==> src/rtl/fifo_word_serializer.sv <==
// Drains BITS-wide words from fifo_flops and emits them as BITS/OUT_BITS slices on a valid/ready stream.
// Optional macro SER_PARITY_EN adds out_par, the XOR-reduce of out_data.
module fifo_word_serializer #(
    parameter int BITS      = 16,
    parameter int OUT_BITS  = 4,
    parameter int MSB_FIRST = 0
) (
    input  logic                clk,
    input  logic                rst,
    input  logic [BITS-1:0]     fifo_dout,
    input  logic                fifo_pndng,
    output logic                fifo_pop,
    output logic [OUT_BITS-1:0] out_data,
    output logic                out_valid,
    input  logic                out_ready,
    output logic                out_last,
`ifdef SER_PARITY_EN
    output logic                out_par,
`endif
    output logic                busy
);

    localparam int N  = BITS / OUT_BITS;
    localparam int CW = (N > 1) ? $clog2(N) : 1;
    localparam logic [CW-1:0] LAST_CNT = CW'(N - 1);

    generate
        if ((BITS % OUT_BITS) != 0 || BITS < OUT_BITS) begin : g_bad_width
            $error("fifo_word_serializer: BITS must be an integer multiple of OUT_BITS");
        end
    endgenerate

    typedef enum logic {EMPTY, SHIFT} state_t;

    state_t          state, state_n;
    logic [BITS-1:0] shreg, shreg_n;
    logic [CW-1:0]   cnt, cnt_n;
    logic            is_last;
    int              sel;

    always_ff @(posedge clk or posedge rst) begin
        if (rst) begin
            state <= EMPTY;
            shreg <= '0;
            cnt   <= '0;
        end else begin
            state <= state_n;
            shreg <= shreg_n;
            cnt   <= cnt_n;
        end
    end

    // Slice outputs are forced to zero outside SHIFT so reset clears them without waiting for an edge.
    always_comb begin
        is_last   = (cnt == LAST_CNT);
        sel       = (MSB_FIRST != 0) ? (N - 1 - int'(cnt)) : int'(cnt);
        out_valid = (state == SHIFT);
        busy      = (state == SHIFT);
        out_last  = (state == SHIFT) && is_last;
        out_data  = (state == SHIFT) ? OUT_BITS'(shreg >> (OUT_BITS * sel)) : '0;
    end

    always_comb begin
        state_n  = state;
        shreg_n  = shreg;
        cnt_n    = cnt;
        fifo_pop = 1'b0;
        case (state)
            EMPTY: begin
                if (fifo_pndng) begin
                    fifo_pop = 1'b1;
                    shreg_n  = fifo_dout;
                    cnt_n    = '0;
                    state_n  = SHIFT;
                end
            end
            SHIFT: begin
                if (out_ready) begin
                    if (!is_last) begin
                        cnt_n = cnt + 1'b1;
                    end else if (fifo_pndng) begin
                        // Reload on the last slice keeps the stream free of bubbles between words.
                        fifo_pop = 1'b1;
                        shreg_n  = fifo_dout;
                        cnt_n    = '0;
                    end else begin
                        cnt_n   = '0;
                        state_n = EMPTY;
                    end
                end
            end
            default: state_n = EMPTY;
        endcase
        if (rst) begin
            fifo_pop = 1'b0;
        end
    end

`ifdef SER_PARITY_EN
    assign out_par = ^out_data;
`endif

endmodule

==> config.mk <==
export PLATFORM = sky130hd
export DESIGN_NAME = fifo_word_serializer
export DESIGN_NICKNAME = d
export VERILOG_FILES = /design/src/rtl/fifo_word_serializer.sv
export SDC_FILE = /design/constraint.sdc
export NUM_CORES = 1
export LEC_CHECK = 0
export CAP_MARGIN = 5
export CORE_UTILIZATION = 40
export DETAILED_ROUTE_END_ITERATION = 16
export PLACE_DENSITY = 0.81
export REMOVE_ABC_BUFFERS = 1
export SLEW_MARGIN = 20
export SYNTH_ARGS = -nofsm -noshare
export SYNTH_HDL_FRONTEND = slang
export SYNTH_SLANG_ARGS = --single-unit
==> constraint.sdc <==
create_clock -name clk -period 1.77 [get_ports clk]
set_input_delay 0.354 -clock clk [delete_from_list [all_inputs] [get_ports clk]]
set_output_delay 0.354 -clock clk [all_outputs]
set_load 0.005 [all_outputs]
==> results of run 1 <==
metrics by stage:
step | instance area [µm²] | util, % | hold slack [ns] | setup TNS (ns)
4_1_cts | 1400 | 61.4 | 0.402 | -0.00998
3_5_place_dp | 1320 | 58.1 | 0.490 | -0.492
5_1_grt | 1420 | 62.6 | 0.443 | -0.245
6_report | 1420 | 62.6 | 0.396 | 0
3_3_place_gp | 1320 | 58.1 | 0.476 | -0.393
2_1_floorplan | 958 | - | 0.305 | 0
placed cells by master (no fill, tap or decap):
cell type        count
clkdlybuf4s50_1     21
dfrtp_1             19
mux2_4              10
mux2i_1              8
mux2_2               6
buf_4                6
buf_2                5
o22ai_2              4
clkbuf_4             3
nand2b_1             2
a21bo_4              1
nand2_8              1
mux2i_2              1
or2b_4               1
nand2_2              1
a21boi_2             1
nor3b_2              1
mux2i_4              1
and2_1               1
or2_2                1
inv_1                1
nand2_1              1
o21ai_0              1
mux2_1               1
nor2_1               1
ha_4                 1
ha_1                 1
clkinvlp_4           1
nand2_4              1
dlygate4sd2_1        1
buf_12               1
buf_6                1
critical path, stage by stage (launching register included):
cell and delay, ns:
dfrtp_1 0.45, buf_12 0.18, mux2i_4 0.18, o22ai_2 0.16
buf_2 0.13
cell usage after synthesis (all sizes together), types with 2 or more instances:
library cell,instances
dfrtp,19
mux2,17
mux2i,10
o22ai,4
buf,3
nand2,3
ha,2
nand2b,2
sequential cells by signal, summed over array words and instances, names as in the netlist:
| name | flops |
|---|---|
| cnt | 2 |
| shreg | 16 |
| busy | 1 |
path summary, 6_finish.rpt:
kind | from | endpoint | slack (ns)
min reg2reg | shreg[13]$_DFFE_PP0P_ | shreg[13]$_DFFE_PP0P_ | 0.51
max in group asynchronous | rst | shreg[8]$_DFFE_PP0P_ | 1.17
min in group clk | shreg[13]$_DFFE_PP0P_ | shreg[13]$_DFFE_PP0P_ | 0.51
max reg2reg | cnt[0]$_DFFE_PP0P_ | shreg[11]$_DFFE_PP0P_ | 0.05
min | rst | shreg[12]$_DFFE_PP0P_ | 0.40
max | cnt[1]$_DFFE_PP0P_ | out_data[3] | 0.007
routing by layer:
metal / track usage [%] / part of all wire, % / vias to the layer above
met1: 19.1 / 44 / 348
met2: 31.8 / 49 / 22
met5: 0 / 0 / -
met4: 6.76 / 3.1 / 0
li1: - / - / 321
met3: 3.80 / 4.0 / 5
area by class of cell:
type | instances | area, µm²
multi-input cells | 47 | 559
flip-flops and latches | 19 | 475
clock buffers | 3 | 22.5
clock inverters | 1 | 7.51
well taps | 28 | 35.0
inverters | 1 | 3.75
repair buffers | 35 | 320
fillers | 184 | 852
cells by family (layout without fill, tap and decap cells):
family / Yosys count / in the layout
compound gates: 7 / 7
fa+ha+maj: 2 / 2
buf+inv: 4 / 40
flops: 19 / 19
mux: 27 / 27
simple gates: 10 / 11
power by group through the flow:
stage / clock network [mW] / registers, mW / logic [mW]
floorplan: 0 / 0.793 / 0.651
global placement: 0 / 0.772 / 1.11
detailed placement: 0 / 0.782 / 1.15
CTS: 0.239 / 0.779 / 1.23
global route: 0.260 / 0.821 / 1.37
finish: 0.234 / 0.793 / 1.27
what timing repair did:
item | CTS | global route
gates resized for setup | 33 | 3
buffers inserted | 2 | 0
setup endpoints to repair | 6 | 11
pin swaps | 4 | 2
gates cloned | 0 | 1
==> out/metrics.csv, run 1 <==
stage,metric,value,unit
run_status,status,completed,
route,viasPerCell,5.19,
route,drt_iter0_drc,6,
finish,layout.cells.non_filler,134,
logic_synthesis,synth_cell_types,22,
finish,area_growth,43.7,%
timing,setup_viol,0,
route,wire_per_inst,14.9,µm
power_and_ir_drop,comb_power_share,55.3,%
global_route,overflow,0,
clock_tree,numCtsBuffers,3,
timing,fmax,0.567,GHz
placed_design,gp_congestion,0.756,
finish,drive_gt1_share,45.3,%
floorplan,num_rows,17,
power_and_ir_drop,total_power,2.30,mW
route,num_vias,696,
route,drc,0,
floorplan,coreArea,2280,µm²
critical_path,crit_required,1.42,ns
power_and_ir_drop,seqPwrFrac,34.5,%
clock_tree,clockBufferDepth,2,
logic_synthesis,syn_area,991,µm²
route,drt_pass1_iterations,4,
route,ant_nets,0,
global_route,grt_pass1_vias,720,
placed_design,placedCellCount,127,
timing,final.setup.worst_slack,0.00724,ns
clock_tree,postCtsHoldBufs,0,
power_and_ir_drop,swShare,33.9,%
clock_tree,clkSinkCount,19,
timing,final.period_utilization,99.6,%
timing,fin_skew,0.00819,ns
logic_synthesis,synth_top_family_by_area,multiplexers,
clock_tree,clock-root-buffer,clkbuf_4,
logic_synthesis,async_flop_share,100,%
critical_path,start_kind,flip-flop,
critical_path,reg2reg_depth,6,
power_and_ir_drop,internal-power,1.52,mW
power_and_ir_drop,power_switching,0.779,mW
timing,rsz0062_at_grt,yes,
clock_tree,clk_latency,0.31,ns
logic_synthesis,synth.top_cell.area_share,48.0,%
timing,hold_viol_final,0,
logic_synthesis,synthAdderAreaFrac,2.53,%
placed_design,pre_cts_ws,-0.284,ns
logic_synthesis,yosys.area_share.simple,7.20,%
placed_design,io_buffer_count,27,
logic_synthesis,synthXorXnorAreaFrac,0,%
clock_tree,cts_tree,built,
global_route,grt_pass1_wl,3260,µm
timing,slew_headroom,84.3,%
clock_tree,htreeDepth,1,
logic_synthesis,synth_enable_flop_cells,0,
global_route,grt.total_usage,17.3,%
critical_path,worstSetupEndpointType,output pin,
power_and_ir_drop,p_leak,0.661,nW
floorplan,die_area,2680,µm²
clock_tree,clk_pin_slew,0.12,ns
run,drv_cap,0,
critical_path,cp.arrival,1.41,ns
floorplan,start_util,43.5,%
worst_hold_path,worstHoldPathType,primary input to asynchronous set/reset pin,
logic_synthesis,syn_area_per_cell,14.4,µm²
timing,worst_pin_slew,0.236,ns
logic_synthesis,netlist_instances,69,
logic_synthesis,synth_area_leaders,"dfrtp_1 (48%), mux2_4 (15%), mux2i_1 (10%)",
floorplan,die_y,51.8,µm
global_route,grt_max_degree,20,
logic_synthesis,ys.flop_type,dfrtp_1,
logic_synthesis,synth_area_leader_cell,dfrtp_1,
floorplan,die_w,51.8,µm
finish,nets,129,
global_route,antenna_found_initial,0,
logic_synthesis,synth-seq-cells,19,
timing,min_period,1.76,ns
critical_path,cp_max_fo,11,
power_and_ir_drop,clkPwrFrac,10.2,%
critical_path,worstSetupPathType,flip-flop to output pin,
power_and_ir_drop,power_per_cell_area,1610,nW/µm²
logic_synthesis,synthMuxAreaShare,33.2,%
finish,insertedDiodeCount,0,
floorplan,io_pins,28,
route,wirelength,1990,µm
timing,drv_slew,0,
logic_synthesis,yosys_warnings,0,
logic_synthesis,synth_compound_gate_area_share,5.43,%
logic_synthesis,synth.yosys.seq_area_share,48.0,%
power_and_ir_drop,ir_drop,0.922,mV
Note: power is estimated with default switching activity, not from simulation.
==> run 2, diff against run 1 <==
GPL_TIMING_DRIVEN = 0   (was unset)
==> run 2 against run 1 <==
Against the previous run:
- design area is 0.26% higher
- final cell count shrank 2.2%
- sequential share of layout area up 0.18 points
- power up 0.63%
- die area stayed put
- maximum frequency is 2.3% higher
- non-clock buffer count is 3 lower
- setup slack better by 0.040 ns
- critical endpoint unchanged
- largest cell class unchanged
==> out/metrics.csv, run 2 (synthesis gave the netlist of run 1 again) <==
stage,metric,value,unit,change
floorplan,num_rows,17,,unchanged
route,drt_pass1_iterations,3,,-1
clock_tree,clkSinkCount,19,,unchanged
finish,layout.cells.non_filler,131,,-2.2%
finish,nets,126,,-2.3%
timing,hold_viol_final,0,,unchanged
global_route,overflow,0,,unchanged
timing,hold_ws,0.515,ns,+0.119 ns
finish,final_cell_mix,"clkdlybuf4s50_1 (19), dfrtp_1 (16), mux2_4 (15), mux2i_1 (8)",,
clock_tree,postCtsHoldBufs,0,,unchanged
placed_design,placedCellCount,121,,-4.7%
finish,regMostFlops,shreg,,
finish,multi_input_area,578,µm²,+3.4%
critical_path,worstSetupEndpointType,output pin,,
critical_path,slowest_delay,0.46,ns,about the same
power_and_ir_drop,seqPwrFrac,35.5,%,+1.0 points
power_and_ir_drop,swShare,33.6,%,-0.26 points
finish,drive_gt1_share,45.6,%,+0.35 points
critical_path,crit_required,1.42,ns,about the same
route,wire_per_inst,15.7,µm,+5.8%
placed_design,gp_congestion,0.763,,+0.91%
critical_path,cp_cell_sequence,buf_8 -> mux2i_2 -> o22ai_2 -> buf_2,,
power_and_ir_drop,power_per_cell_area,1620,nW/µm²,+0.37%
power_and_ir_drop,comb_power_share,54.9,%,-0.4 points
floorplan,coreArea,2280,µm²,unchanged
critical_path,cp_top_family,flip-flops,,
power_and_ir_drop,total_power,2.31,mW,+0.63%
clock_tree,htreeDepth,1,,unchanged
route,ant_nets,0,,unchanged
critical_path,crit_buf_inv,2,,unchanged
run_status,status,completed,,
finish,fin_util,62.7,%,+0.17 points
timing,final.period_utilization,97.3,%,-2.3 points
clock_tree,clockBufferDepth,2,,unchanged
critical_path,worstSetupPathType,flip-flop to output pin,,
timing,min_period,1.72,ns,-0.0404 ns
floorplan,start_util,43.5,%,unchanged
floorplan,io_pins,28,,unchanged
clock_tree,numCtsBuffers,3,,unchanged
clock_tree,clk_latency,0.30,ns,about the same
power_and_ir_drop,power_switching,0.777,mW,-0.15%
critical_path,cp.arrival,1.37,ns,-0.04 ns
floorplan,die_area,2680,µm²,unchanged
finish,area_growth,44.1,%,
route,wirelength,2060,µm,+3.4%
timing,drv_slew,0,,unchanged
clock_tree,cts_tree,built,,
placed_design,io_buffer_count,27,,unchanged
clock_tree,clock-root-buffer,clkbuf_4,,
timing,slew_headroom,51.3,%,-33 points
clock_tree,clk_pin_slew,0.12,ns,about the same
global_route,antenna_found_initial,0,,unchanged
worst_hold_path,worstHoldPathType,primary input to asynchronous set/reset pin,,
timing,worst_pin_slew,0.730,ns,+0.494 ns
finish,n_fill_cell,180,,-2.2%
route,drc,0,,unchanged
finish,final_common_cell,clkdlybuf4s50_1,,
critical_path,start_kind,flip-flop,,
finish,ff_latch_area,479,µm²,+0.79%
power_and_ir_drop,ir_drop,0.763,mV,-17%
timing,fin_skew,0.0102,ns,+0.00206 ns
finish,insertedDiodeCount,0,,unchanged
route,drt_iter0_drc,6,,unchanged
floorplan,die_y,51.8,µm,unchanged
route,num_vias,650,,-6.6%
timing,setup_viol,0,,unchanged
power_and_ir_drop,p_leak,0.666,nW,+0.81%
global_route,grt.total_usage,16.3,%,-0.99 points
global_route,grt_max_degree,20,,unchanged
finish,largest_reg_flops,16,,unchanged
power_and_ir_drop,internal-power,1.54,mW,+1.0%
global_route,grt_pass1_vias,704,,-2.2%
critical_path,slowest_stage,dfrtp_2,,
power_and_ir_drop,clkPwrFrac,9.6,%,-0.6 points
global_route,grt_pass1_wl,3170,µm,-2.5%
critical_path,cp_max_fo,5,,-6
timing,fmax,0.581,GHz,+2.3%
floorplan,die_w,51.8,µm,unchanged
run,drv_cap,0,,unchanged
route,viasPerCell,4.96,,-4.5%
==> run 2: changes by cell type in the layout (fill, tap and decap cells not counted), sizes merged <==
cell / delta
buf: -6
clkbuf: +3
clkdlybuf4s50: -2
dlygate4sd2: +2
clkinv: +1
clkinvlp: -1
==> run 2: power by group through the flow <==
| stage | clock (mW) | combinational, mW | sequential (mW) |
|---|---|---|---|
| final | 0.222 | 1.27 | 0.822 |
| after global routing | 0.256 | 1.36 | 0.843 |
| after CTS | 0.232 | 1.15 | 0.792 |
| after detailed placement | 0 | 0.980 | 0.848 |
| after global placement | 0 | 0.962 | 0.838 |
| after floorplan | 0 | 0.651 | 0.793 |
==> run 2: final cells by class <==
cell class                 instances  share of cell area, %
sequential                        19                   33.6
multi-input combinational         47                   40.5
clock buffer                       3                   1.58
tap                               28                   2.45
clock inverter                     1                  0.351
timing repair buffer              32                   21.3
inverter                           1                  0.263
==> run 2: through the flow <==
stage / setup slack, ns / TNS, ns / cell area [µm²]
5_1_grt: -0.00541 / -0.0111 / 1430
4_1_cts: -0.000338 / -0.000338 / 1370
3_5_place_dp: -0.373 / -0.966 / 1260
2_1_floorplan: 0.149 / 0 / 958
6_report: 0.0476 / 0 / 1430
3_3_place_gp: -0.404 / -1.04 / 1260
==> run 2: worst paths after layout <==
| check | startpoint | to | slack, ns | depth (start not counted) |
|---|---|---|---|---|
| hold reg to reg | shreg[13]$_DFFE_PP0P_ | shreg[13]$_DFFE_PP0P_ | 0.52 | 1 |
| setup / recovery | cnt[1]$_DFFE_PP0P_ | out_data[3] | 0.05 | 4 |
| max in group asynchronous | rst | cnt[0]$_DFFE_PP0P_ | 0.73 | 2 |
| min in group clk | shreg[13]$_DFFE_PP0P_ | shreg[13]$_DFFE_PP0P_ | 0.52 | 1 |
| hold / removal | rst | shreg[4]$_DFFE_PP0P_ | 0.52 | 2 |
| setup reg to reg | cnt[1]$_DFFE_PP0P_ | shreg[13]$_DFFE_PP0P_ | 0.14 | 5 |
==> run 2: routing by layer <==
| metal | vias to the layer above | wire length, µm | GRT usage [%] |
|---|---|---|---|
| met5 | - | 0 | 0 |
| met4 | 0 | 0 | 5.41 |
| met3 | 0 | 67 | 2.63 |
| met2 | 17 | 1030 | 27.9 |
| met1 | 318 | 956 | 20.8 |
| li1 | 315 | - | - |
==> run 2: what timing repair did <==
item	in CTS	in global routing
setup endpoints to repair	11	11
pin swaps	1	3
setup buffers	5	0
cloned	1	1
resized for setup	31	14
==> run 2: worst register-to-register path, cell delays in order (launching register included) <==
cell       delay [ns]
dfrtp_2          0.48
clkbuf_16        0.18
ha_4             0.16
a21bo_4          0.25
nand2_8          0.13
mux2_1           0.33
